`config.mk`:
```
export PLATFORM = sky130hd
export DESIGN_NAME = rr_lock_arb
export DESIGN_NICKNAME = d
export VERILOG_FILES = /design/src/rtl/rr_lock_arb_pkg.sv /design/src/rtl/rr_pick.sv /design/src/rtl/rr_lock_arb.sv
export SDC_FILE = /design/constraint.sdc
export NUM_CORES = 1
export LEC_CHECK = 0
export BUFFER_PORTS_ARGS = -buffer_cell sky130_fd_sc_hd__buf_2
export CAP_MARGIN = 20
export CORE_UTILIZATION = 37
export DETAILED_ROUTE_END_ITERATION = 10
export GPL_TIMING_DRIVEN = 0
export MAX_ROUTING_LAYER = met4
export SLEW_MARGIN = 25
export SYNTH_ARGS = -nofsm -noshare
export SYNTH_HDL_FRONTEND = slang
export SYNTH_HIERARCHICAL = 1
export SYNTH_SLANG_ARGS = --single-unit
export TNS_END_PERCENT = 5
```
`constraint.sdc`:
```
create_clock -name clk -period 2.5 [get_ports clk]
set_clock_uncertainty 0.05 [all_clocks]
set_input_delay 0.5 -clock clk [delete_from_list [all_inputs] [get_ports clk]]
set_output_delay 0.5 -clock clk [all_outputs]
set_load 0.05 [all_outputs]
```
`src/rtl/rr_lock_arb_pkg.sv`:
```
// Shared sizing helpers for the round-robin lock arbiter and its search block.
package rr_lock_arb_pkg;

   // Width of a binary index into n requesters (at least one bit).
   function automatic int unsigned idx_width(input int unsigned n);
      return (n > 1) ? $clog2(n) : 1;
   endfunction

   // Width of a hold counter that must reach maxhold-1 (at least one bit).
   function automatic int unsigned cnt_width(input int unsigned maxhold);
      return (maxhold > 1) ? $clog2(maxhold) : 1;
   endfunction

endpackage

```
`src/rtl/rr_pick.sv`:
```
// rr_pick: combinational round-robin search.
// Ports:
//   req    - request vector, one bit per requester
//   ptr    - highest-priority index; search runs ptr, ptr+1, ... modulo N
//   winner - one-hot first set request in search order, zero if req is zero
module rr_pick
   import rr_lock_arb_pkg::*;
#(
   parameter int unsigned N = 4,
   localparam int unsigned W = idx_width(N)
) (
   input  logic [N-1:0] req,
   input  logic [W-1:0] ptr,
   output logic [N-1:0] winner
);

   logic [2*N-1:0] dbl_req;
   logic [2*N-1:0] dbl_win;
   logic [N-1:0]   rot_req;
   logic [N-1:0]   rot_win;
   logic           found;

   // Rotate so ptr sits at bit 0, take the lowest set bit, rotate back.
   always_comb begin
      dbl_req = {req, req} >> ptr;
      rot_req = dbl_req[N-1:0];
      rot_win = '0;
      found   = 1'b0;
      for (int i = 0; i < int'(N); i++) begin
         if (rot_req[i] && !found) begin
            rot_win[i] = 1'b1;
            found      = 1'b1;
         end
      end
      dbl_win = {rot_win, rot_win} << ptr;
      winner  = dbl_win[2*N-1:N];
   end

endmodule

```
`src/rtl/rr_lock_arb.sv`:
```
// rr_lock_arb: round-robin arbiter that locks a grant until the transaction
// completes, the requester aborts, or an optional hold limit expires.
// Ports:
//   clk         - clock, all state updates on the rising edge
//   reset       - asynchronous active-high reset
//   req         - request per requester, held until its transaction completes
//   done        - current transaction finished (ignored with no grant)
//   grant       - registered one-hot grant
//   grant_valid - high while grant is non-zero
//   grant_idx   - binary index of the granted requester, 0 with no grant
//   timeout     - one-cycle pulse when the hold limit forced a release
module rr_lock_arb
   import rr_lock_arb_pkg::*;
#(
   parameter int unsigned N       = 4,
   parameter int unsigned MAXHOLD = 0,
   localparam int unsigned W      = idx_width(N)
) (
   input  logic         clk,
   input  logic         reset,
   input  logic [N-1:0] req,
   input  logic         done,
   output logic [N-1:0] grant,
   output logic         grant_valid,
   output logic [W-1:0] grant_idx,
   output logic         timeout
);

   localparam int unsigned CW = cnt_width(MAXHOLD);

   typedef enum logic {
      IDLE = 1'b0,
      HOLD = 1'b1
   } state_t;

   state_t        state;
   logic [W-1:0]  ptr;
   logic [CW-1:0] hold_cnt;

   logic [W-1:0]  ptr_after;
   logic [W-1:0]  pick_ptr;
   logic [N-1:0]  winner;
   logic [W-1:0]  win_idx;
   logic          req_held;
   logic          at_limit;
   logic          release_now;

   // Pointer that follows the current holder; used for the same-cycle re-search.
   assign ptr_after   = (grant_idx == W'(N - 1)) ? '0 : grant_idx + W'(1);
   assign pick_ptr    = (state == HOLD) ? ptr_after : ptr;
   assign req_held    = |(req & grant);
   assign at_limit    = (MAXHOLD != 0) && (hold_cnt == CW'(MAXHOLD - 1));
   assign release_now = done | ~req_held | at_limit;

   rr_pick #(.N(N)) u_pick (
      .req    (req),
      .ptr    (pick_ptr),
      .winner (winner)
   );

   // One-hot winner to binary index.
   always_comb begin
      win_idx = '0;
      for (int i = 0; i < int'(N); i++) begin
         if (winner[i]) win_idx = W'(i);
      end
   end

   // Arbitration state machine with registered outputs.
   always_ff @(posedge clk or posedge reset) begin
      if (reset) begin
         state       <= IDLE;
         ptr         <= '0;
         hold_cnt    <= '0;
         grant       <= '0;
         grant_valid <= 1'b0;
         grant_idx   <= '0;
         timeout     <= 1'b0;
      end else begin
         timeout <= 1'b0;
         case (state)
            IDLE: begin
               if (|winner) begin
                  grant       <= winner;
                  grant_idx   <= win_idx;
                  grant_valid <= 1'b1;
                  hold_cnt    <= '0;
                  state       <= HOLD;
               end
            end
            HOLD: begin
               if (release_now) begin
                  ptr     <= ptr_after;
                  // Limit-only release: done or an abort suppresses the pulse.
                  timeout <= at_limit & ~done & req_held;
                  if (|winner) begin
                     grant     <= winner;
                     grant_idx <= win_idx;
                     hold_cnt  <= '0;
                  end else begin
                     grant       <= '0;
                     grant_idx   <= '0;
                     grant_valid <= 1'b0;
                     state       <= IDLE;
                  end
               end else if (hold_cnt != '1) begin
                  hold_cnt <= hold_cnt + CW'(1);
               end
            end
            default: state <= IDLE;
         endcase
      end
   end

endmodule

```
==> out/qor.txt, run 1 <==
Num CTS Buffers: 3
CTS max path bufs: 2
R2R setup slack: 0.16 ns
Pins Over Slew Limit: 0
worst hold slack: 0.153 ns
Fmax achieved: 0.428 GHz
share of post-route cells with drive strength above 1: 36.7%
synth top area cells: dfrtp_1 (41%), a21oi_1 (5.7%), a22o_1 (5.7%)
status: finished clean
Final Util: 48.2%
Core ar.: 1520 um^2
P&R area growth vs syn: 19.8%
CTS tree: done
Die X: 42.7 um
vias per inst: 5.21
post-synthesis sequential area ratio: 40.8%
setup bufs post-CTS: 0
logic gate share of total power: 64.3%
register area: 250 um^2
largest net degree at the start of global routing: 11
power after layout: 1.18 mW
most common cell in the netlist: dfrtp_1
Clk Latency, worst-skew pair: 0.26 ns
Peak VDD IR: 0.620 mV
initial antenna violation count: 0
Tot GR Track Use: 15.9%
Sw Ratio: 51.2%
initial detailed-routing violation count: 11
Residual DRC: 0
Fin. Hold Viols: 0
Ports: 15
clock root buffer master: clkbuf_4
P_int: 0.576 mW
Top Metal Used: met4
DR WL met3: 56 um
DIE AREA: 1820 um^2
P_sw: 0.605 mW
wl on met1: 609 um
grt ovf: 0
antenna-violating nets left: 0
Post-Syn Nets: 71
Crit Path Max Fanout: 6
critical path type: register to register
worst hold-check path type: input pin to async pin
WP data arrival: 2.48 ns
Post-synth EDFFs: 0
DP HPWL: 929 um
synthesis warning total: 6
Die Y: 42.7 um
Avg Inst Size Synth: 9.73 um^2
clk slew on worst S/H paths: 0.06 ns
vias: 495
Setup crit start kind: register
Final min period: 2.34 ns
H-tree depth: 1
Detail Route met2 WL: 569 um
Antenna diodes: 0
routed len/inst: 13.2 um
post-route clock period utilization: 93.5%
area leader, netlist: dfrtp_1
Starting Density: 40.2%
vias in the first global route: 470
Sinks on Clock Net: 10
endpoints failing setup: 0
Post-Syn Area: 613 um^2
routability cong.: 0.762
global-route wire length before repair: 2010 um
ys async rst share: 100%
Detailed Routing Iterations Pass 1: 4
Final nets: 89
crit path capture type: register
FP Rows: 14
port buffer count: 13
sequential share of power: 26.7%
post-synth top area share: 40.8%
Top FF cell, synth: dfrtp_1
area of the multi-input gates: 343 um^2
Cells after Synth: 63
Fillers: 154
setup TNS: 0 ns
leakage: 0.370 nW
Critical Path RT: 2.64 ns
commonest cells in the netlist: dfrtp_1 (10), nor2_1 (8), a21oi_1 (7), inv_1 (7)
PD cells: 1610 nW/um^2
Routed WL: 1260 um
Distinct cells, synth: 24
Clock Power Share: 9.1%
FF+latch count, synth: 10
max-capacitance violation count: 0
-- cells in the final DEF, fill, tap and decap left out, types with 2 or more instances in the layout --
cell type and n:
clkbuf_4 3, mux2i_1 2, o21a_1 2, a21o_1 2
mux2_2 3, buf_2 13, a21oi_1 6, nand2_1 3
nor2_1 7, dfrtp_1 10, inv_1 7, a22o_1 4
-- routing by layer --
layer / track usage (%) / vias to the layer above
li1: - / 256
met1: 19.0 / 223
met2: 23.3 / 12
met3: 6.38 / 4
met4: 7.50 / 0
met5: - / -
-- critical path, stage by stage (launching register included) --
cell,delay (ns)
dfrtp_1,0.43
ha_1,0.32
mux2_2,0.32
inv_1,0.08
a21oi_1,0.06
o221a_2,0.29
nor2_4,0.14
nand2_2,0.10
o21ai_4,0.25
mux2i_1,0.21
-- through the flow --
step                instances  cell area (um^2)  setup slack (ns)
floorplan                  63               613            0.0387
detailed placement         92               698            0.0419
global placement           92               698            0.0717
finish                     95               734             0.164
global route               95               734          -0.00221
CTS                        95               721            0.0202
-- kinds of logic (layout without fill, tap and decap cells) --
| group | Yosys count | after routing | share of synthesized area, % |
|---|---|---|---|
| buf+inv | 8 | 24 | 5.51 |
| simple gates | 16 | 16 | 11.2 |
| other cells | 1 | 1 | 0.612 |
| mux | 5 | 5 | 8.78 |
| flops | 10 | 10 | 40.8 |
| compound gates | 22 | 22 | 31.0 |
| fa+ha+maj | 1 | 1 | 2.04 |
-- power by group through the flow --
stage,Combinational (mW),Clock [mW],Sequential [mW]
after detailed placement,0.725,0,0.314
final,0.759,0.107,0.315
after global routing,0.827,0.119,0.326
after global placement,0.724,0,0.312
after CTS,0.732,0.114,0.312
after floorplan,0.428,0,0.473
-- final timing paths --
check	startpoint	end	cells past startpoint
setup / recovery	grant_idx[0]$_DFFE_PP0P_	grant_idx[0]$_DFFE_PP0P_	9
hold / removal	reset	grant_idx[0]$_DFFE_PP0P_	2
setup reg to reg	grant_idx[0]$_DFFE_PP0P_	grant_idx[0]$_DFFE_PP0P_	9
hold reg to reg	ptr[1]$_DFFE_PP0P_	ptr[1]$_DFFE_PP0P_	1
max in group asynchronous	reset	state$_DFF_PP0_	2
min in group clk	ptr[1]$_DFFE_PP0P_	ptr[1]$_DFFE_PP0P_	1
-- state kept, by name (all words and copies together) (netlist names) --
| signal | cells |
|---|---|
| state | 1 |
| ptr | 2 |
| grant_valid | 1 |
| grant_idx | 2 |
| grant | 4 |
-- timing repair --
action / in CTS / in global routing
hold endpoints to repair: 0 / 0
endpoints found under the setup margin: 0 / 7
gates resized for setup: 0 / 4
hold buffers: 0 / 0
-- cell type report --
type                            instances  share of cell area [%]
Timing Repair Buffer                   13                    8.86
Buffer                                  1                    1.02
Multi-Input combinational cell         45                    46.7
Clock buffer                            3                    3.07
Sequential cell                        10                    34.1
Inverter                                7                    3.58
Tap cell                               16                    2.73
Power figures use the tool's default switching activity.
==> inputs of run 2 (changes only) <==
--- a/config.mk
+++ b/config.mk
@@ -5,6 +5,7 @@
 export SDC_FILE = /design/constraint.sdc
 export NUM_CORES = 1
 export LEC_CHECK = 0
+export ABC_AREA = 1
 export BUFFER_PORTS_ARGS = -buffer_cell sky130_fd_sc_hd__buf_2
 export CAP_MARGIN = 20
 export CORE_UTILIZATION = 37
==> run 2 against run 1 <==
Non-clock buffer count increased by 13. Critical endpoint unchanged. Via count increased by 65%. Highest routed layer unchanged. Hold slack got worse by 0.0011 ns.
==> out/qor.txt, run 2 <==
status: finished clean (unchanged)
post-route clock period utilization: 94.1% (was 93.5%)
routability cong.: 0.859 (was 0.762)
worst path cell trace: ha_4 -> nand2_1 -> nand2_1 -> buf_6 -> nand3_1 -> nand2_1 -> inv_1 -> nand3_2 -> nand2_2 -> nand3_2 -> nand2_2 -> nor2_4 -> nand2_2 -> o21ai_4 -> buf_6 -> nand3_1 -> nand2_1 (was ha_1 -> mux2_2 -> inv_1 -> a21oi_1 -> o221a_2 -> nor2_4 -> nand2_2 -> o21ai_4 -> mux2i_1)
Ports: 15 (unchanged)
Top FF cell, synth: dfrtp_1 (unchanged)
Avg Inst Size Synth: 6.94 um^2 (was 9.73 um^2)
Post-Syn Nets: 124 (was 71)
max-capacitance violation count: 0 (unchanged)
max FFs per register: 4 (unchanged)
largest net degree at the start of global routing: 11 (unchanged)
Fmax achieved: 0.425 GHz (was 0.428 GHz)
Cells after Synth: 116 (was 63)
worst setup margin: 0.147 ns (was 0.164 ns)
Distinct cells, synth: 19 (was 24)
vias in the first global route: 751 (was 470)
initial detailed-routing violation count: 9 (was 11)
FP Rows: 16 (was 14)
Starting Density: 40.2% (about the same)
CP max stage cell: dfrtp_2 (was dfrtp_1)
Fin. Hold Viols: 0 (unchanged)
crit path capture type: register (unchanged)
Die X: 48.6 um (was 42.7 um)
Regs by FF count: grant x4, grant_idx x2, ptr x2 (unchanged)
P&R area growth vs syn: 36.7% (was 19.8%)
grt met1 use: 21.5% (was 19.0%)
Residual DRC: 0 (unchanged)
met3 usage: 5.66% (was 6.38%)
DP HPWL: 1350 um (was 929 um)
synthesis warning total: 6 (unchanged)
worst hold-check path type: input pin to async pin (unchanged)
CTS Hold Bufs: 0 (unchanged)
area leader, netlist: dfrtp_1 (unchanged)
global-route wire length before repair: 3140 um (was 2010 um)
DIE AREA: 2360 um^2 (was 1820 um^2)
ys async rst share: 100% (unchanged)
Inst Count DP: 156 (was 92)
post-synth top area share: 31.1% (was 40.8%)
CP peak stage delay: 0.44 ns (was 0.43 ns)
post-synthesis sequential area ratio: 31.1% (was 40.8%)
clock root buffer master: clkbuf_4 (unchanged)
most common cell after layout, fill and taps aside: nand2_1 (was buf_2)
CTS max path bufs: 2 (unchanged)
synth top area cells: dfrtp_1 (31%), nand2_1 (22%), nand3_1 (11%) (was dfrtp_1 (41%), a21oi_1 (5.7%), a22o_1 (5.7%))
clk slew on worst S/H paths: 0.06 ns (about the same)
CP delay by family, top: simple AND/OR/NAND/NOR gates (was compound AO/OA/AOI/OAI gates)
FF+latch count, synth: 10 (unchanged)
initial antenna violation count: 0 (unchanged)
port buffer count: 13 (unchanged)
Clk Latency, worst-skew pair: 0.27 ns (was 0.26 ns)
antenna-violating nets left: 0 (unchanged)
vias: 817 (was 495)
Final min period: 2.35 ns (was 2.34 ns)
H-tree depth: 1 (unchanged)
gr busiest metal: met2 (unchanged)
Core ar.: 2000 um^2 (was 1520 um^2)
Post-synth EDFFs: 0 (unchanged)
Post-Place Worst Slack: -0.115 ns (was 0.0419 ns)
most common cell in the netlist: nand2_1 (was dfrtp_1)
commonest cells in the netlist: nand2_1 (48), nand3_1 (18), dfrtp_1 (10) (was dfrtp_1 (10), nor2_1 (8), a21oi_1 (7), inv_1 (7))
Sinks on Clock Net: 10 (unchanged)
Post-Syn Area: 805 um^2 (was 613 um^2)
Routed WL: 1990 um (was 1260 um)
CTS tree: done (unchanged)
WP data arrival: 2.51 ns (was 2.48 ns)
Num CTS Buffers: 3 (unchanged)
grt ovf: 0 (unchanged)
Post-Layout Cell Count: 171 (was 95)
Critical Path RT: 2.66 ns (was 2.64 ns)
Tot GR Track Use: 17.7% (was 15.9%)
cell mode on critical path: nand2_1
Antenna diodes: 0 (unchanged)
share of post-route cells with drive strength above 1: 46.5% (was 36.7%)
met2 Track Usage GR: 28.2% (was 23.3%)
CP bufs+invs: 3 (was 1)
worst hold slack: 0.152 ns (was 0.153 ns)
Detailed Routing Iterations Pass 1: 4 (unchanged)
Crit Path Max Fanout: 8 (was 6)
vias per inst: 4.78 (was 5.21)
Final nets: 153 (was 89)
Biggest register: grant (unchanged)
critical path type: register to register (unchanged)
Pins Over Slew Limit: 0 (unchanged)
routed len/inst: 11.6 um (was 13.2 um)
endpoints failing setup: 0 (unchanged)
Setup crit start kind: register (unchanged)
Die Y: 48.6 um (was 42.7 um)
commonest non-fill, non-tap cells in the layout: nand2_1 (42), nand3_1 (15), buf_2 (13), nand2_2 (12), buf_4 (10) (was buf_2 (13), dfrtp_1 (10), inv_1 (7), nor2_1 (7), a21oi_1 (6))
[run 2: cell count changes in the layout (fill, tap and decap cells not counted), sizes merged, moves of 6 or more]
cell	change
a21oi	-7
o21ai	+6
nor2	-6
buf	+13
nand3	+22
a22o	-6
nand2	+53
[run 2: worst paths after layout]
path / from / end / slack (ns) / depth (start not counted)
max: grant_idx[0]$_DFFE_PP0P_ / grant_idx[0]$_DFFE_PP0P_ / 0.15 / 17
min: reset / ptr[0]$_DFFE_PP0P_ / 0.15 / 2
max reg2reg: grant_idx[0]$_DFFE_PP0P_ / grant_idx[0]$_DFFE_PP0P_ / 0.15 / 17
min reg2reg: grant_valid$_DFFE_PP0P_ / grant_valid$_DFFE_PP0P_ / 0.43 / 2
max in group asynchronous: reset / state$_DFF_PP0_ / 1.93 / 2
min in group clk: grant_valid$_DFFE_PP0P_ / grant_valid$_DFFE_PP0P_ / 0.43 / 2
[run 2: final cells by class]
type | instances | area, um^2
timing repair buffer | 24 | 155
clock buffer | 4 | 26.3
fill | 202 | 902
tap | 27 | 33.8
multi-input combinational | 95 | 558
sequential | 10 | 254
inverter | 8 | 42.5
buffer | 3 | 30.0
[run 2: metrics by stage]
step	utilization [%]	cell area, um^2	TNS [ns]
2_1_floorplan	-	807	0
3_3_place_gp	45.3	906	-0.419
4_1_cts	47.9	960	-0.00588
6_report	54.9	1100	0
3_5_place_dp	45.3	906	-0.553
5_1_grt	54.9	1100	-0.0467
[run 2: cell families after synthesis]
group                      after synthesis  synth area share, %
and+or+nand+nor                         83                 49.8
buffers and inverters                   11                 7.78
AOI/OAI and AO/OA                       10                 9.33
DFF                                     10                 31.1
adders and majority gates                1                 1.55
other                                    1                0.466
[run 2: timing repair]
item,in CTS,in global routing
endpoints found under the setup margin,7,8
setup buffers,3,8
resized for setup,3,22
pin swaps,2,7
[run 2: per-layer routing]
| metal | share of wire (%) | wire [um] |
|---|---|---|
| met5 | 0 | 0 |
| met4 | 0.70 | 14 |
| met3 | 4.1 | 81 |
| met2 | 49 | 976 |
| met1 | 46 | 916 |
Power of run 2 is left out: the tool's default activity adds up to more than one toggle a clock period on the data nets, which glitch-free logic cannot reach.
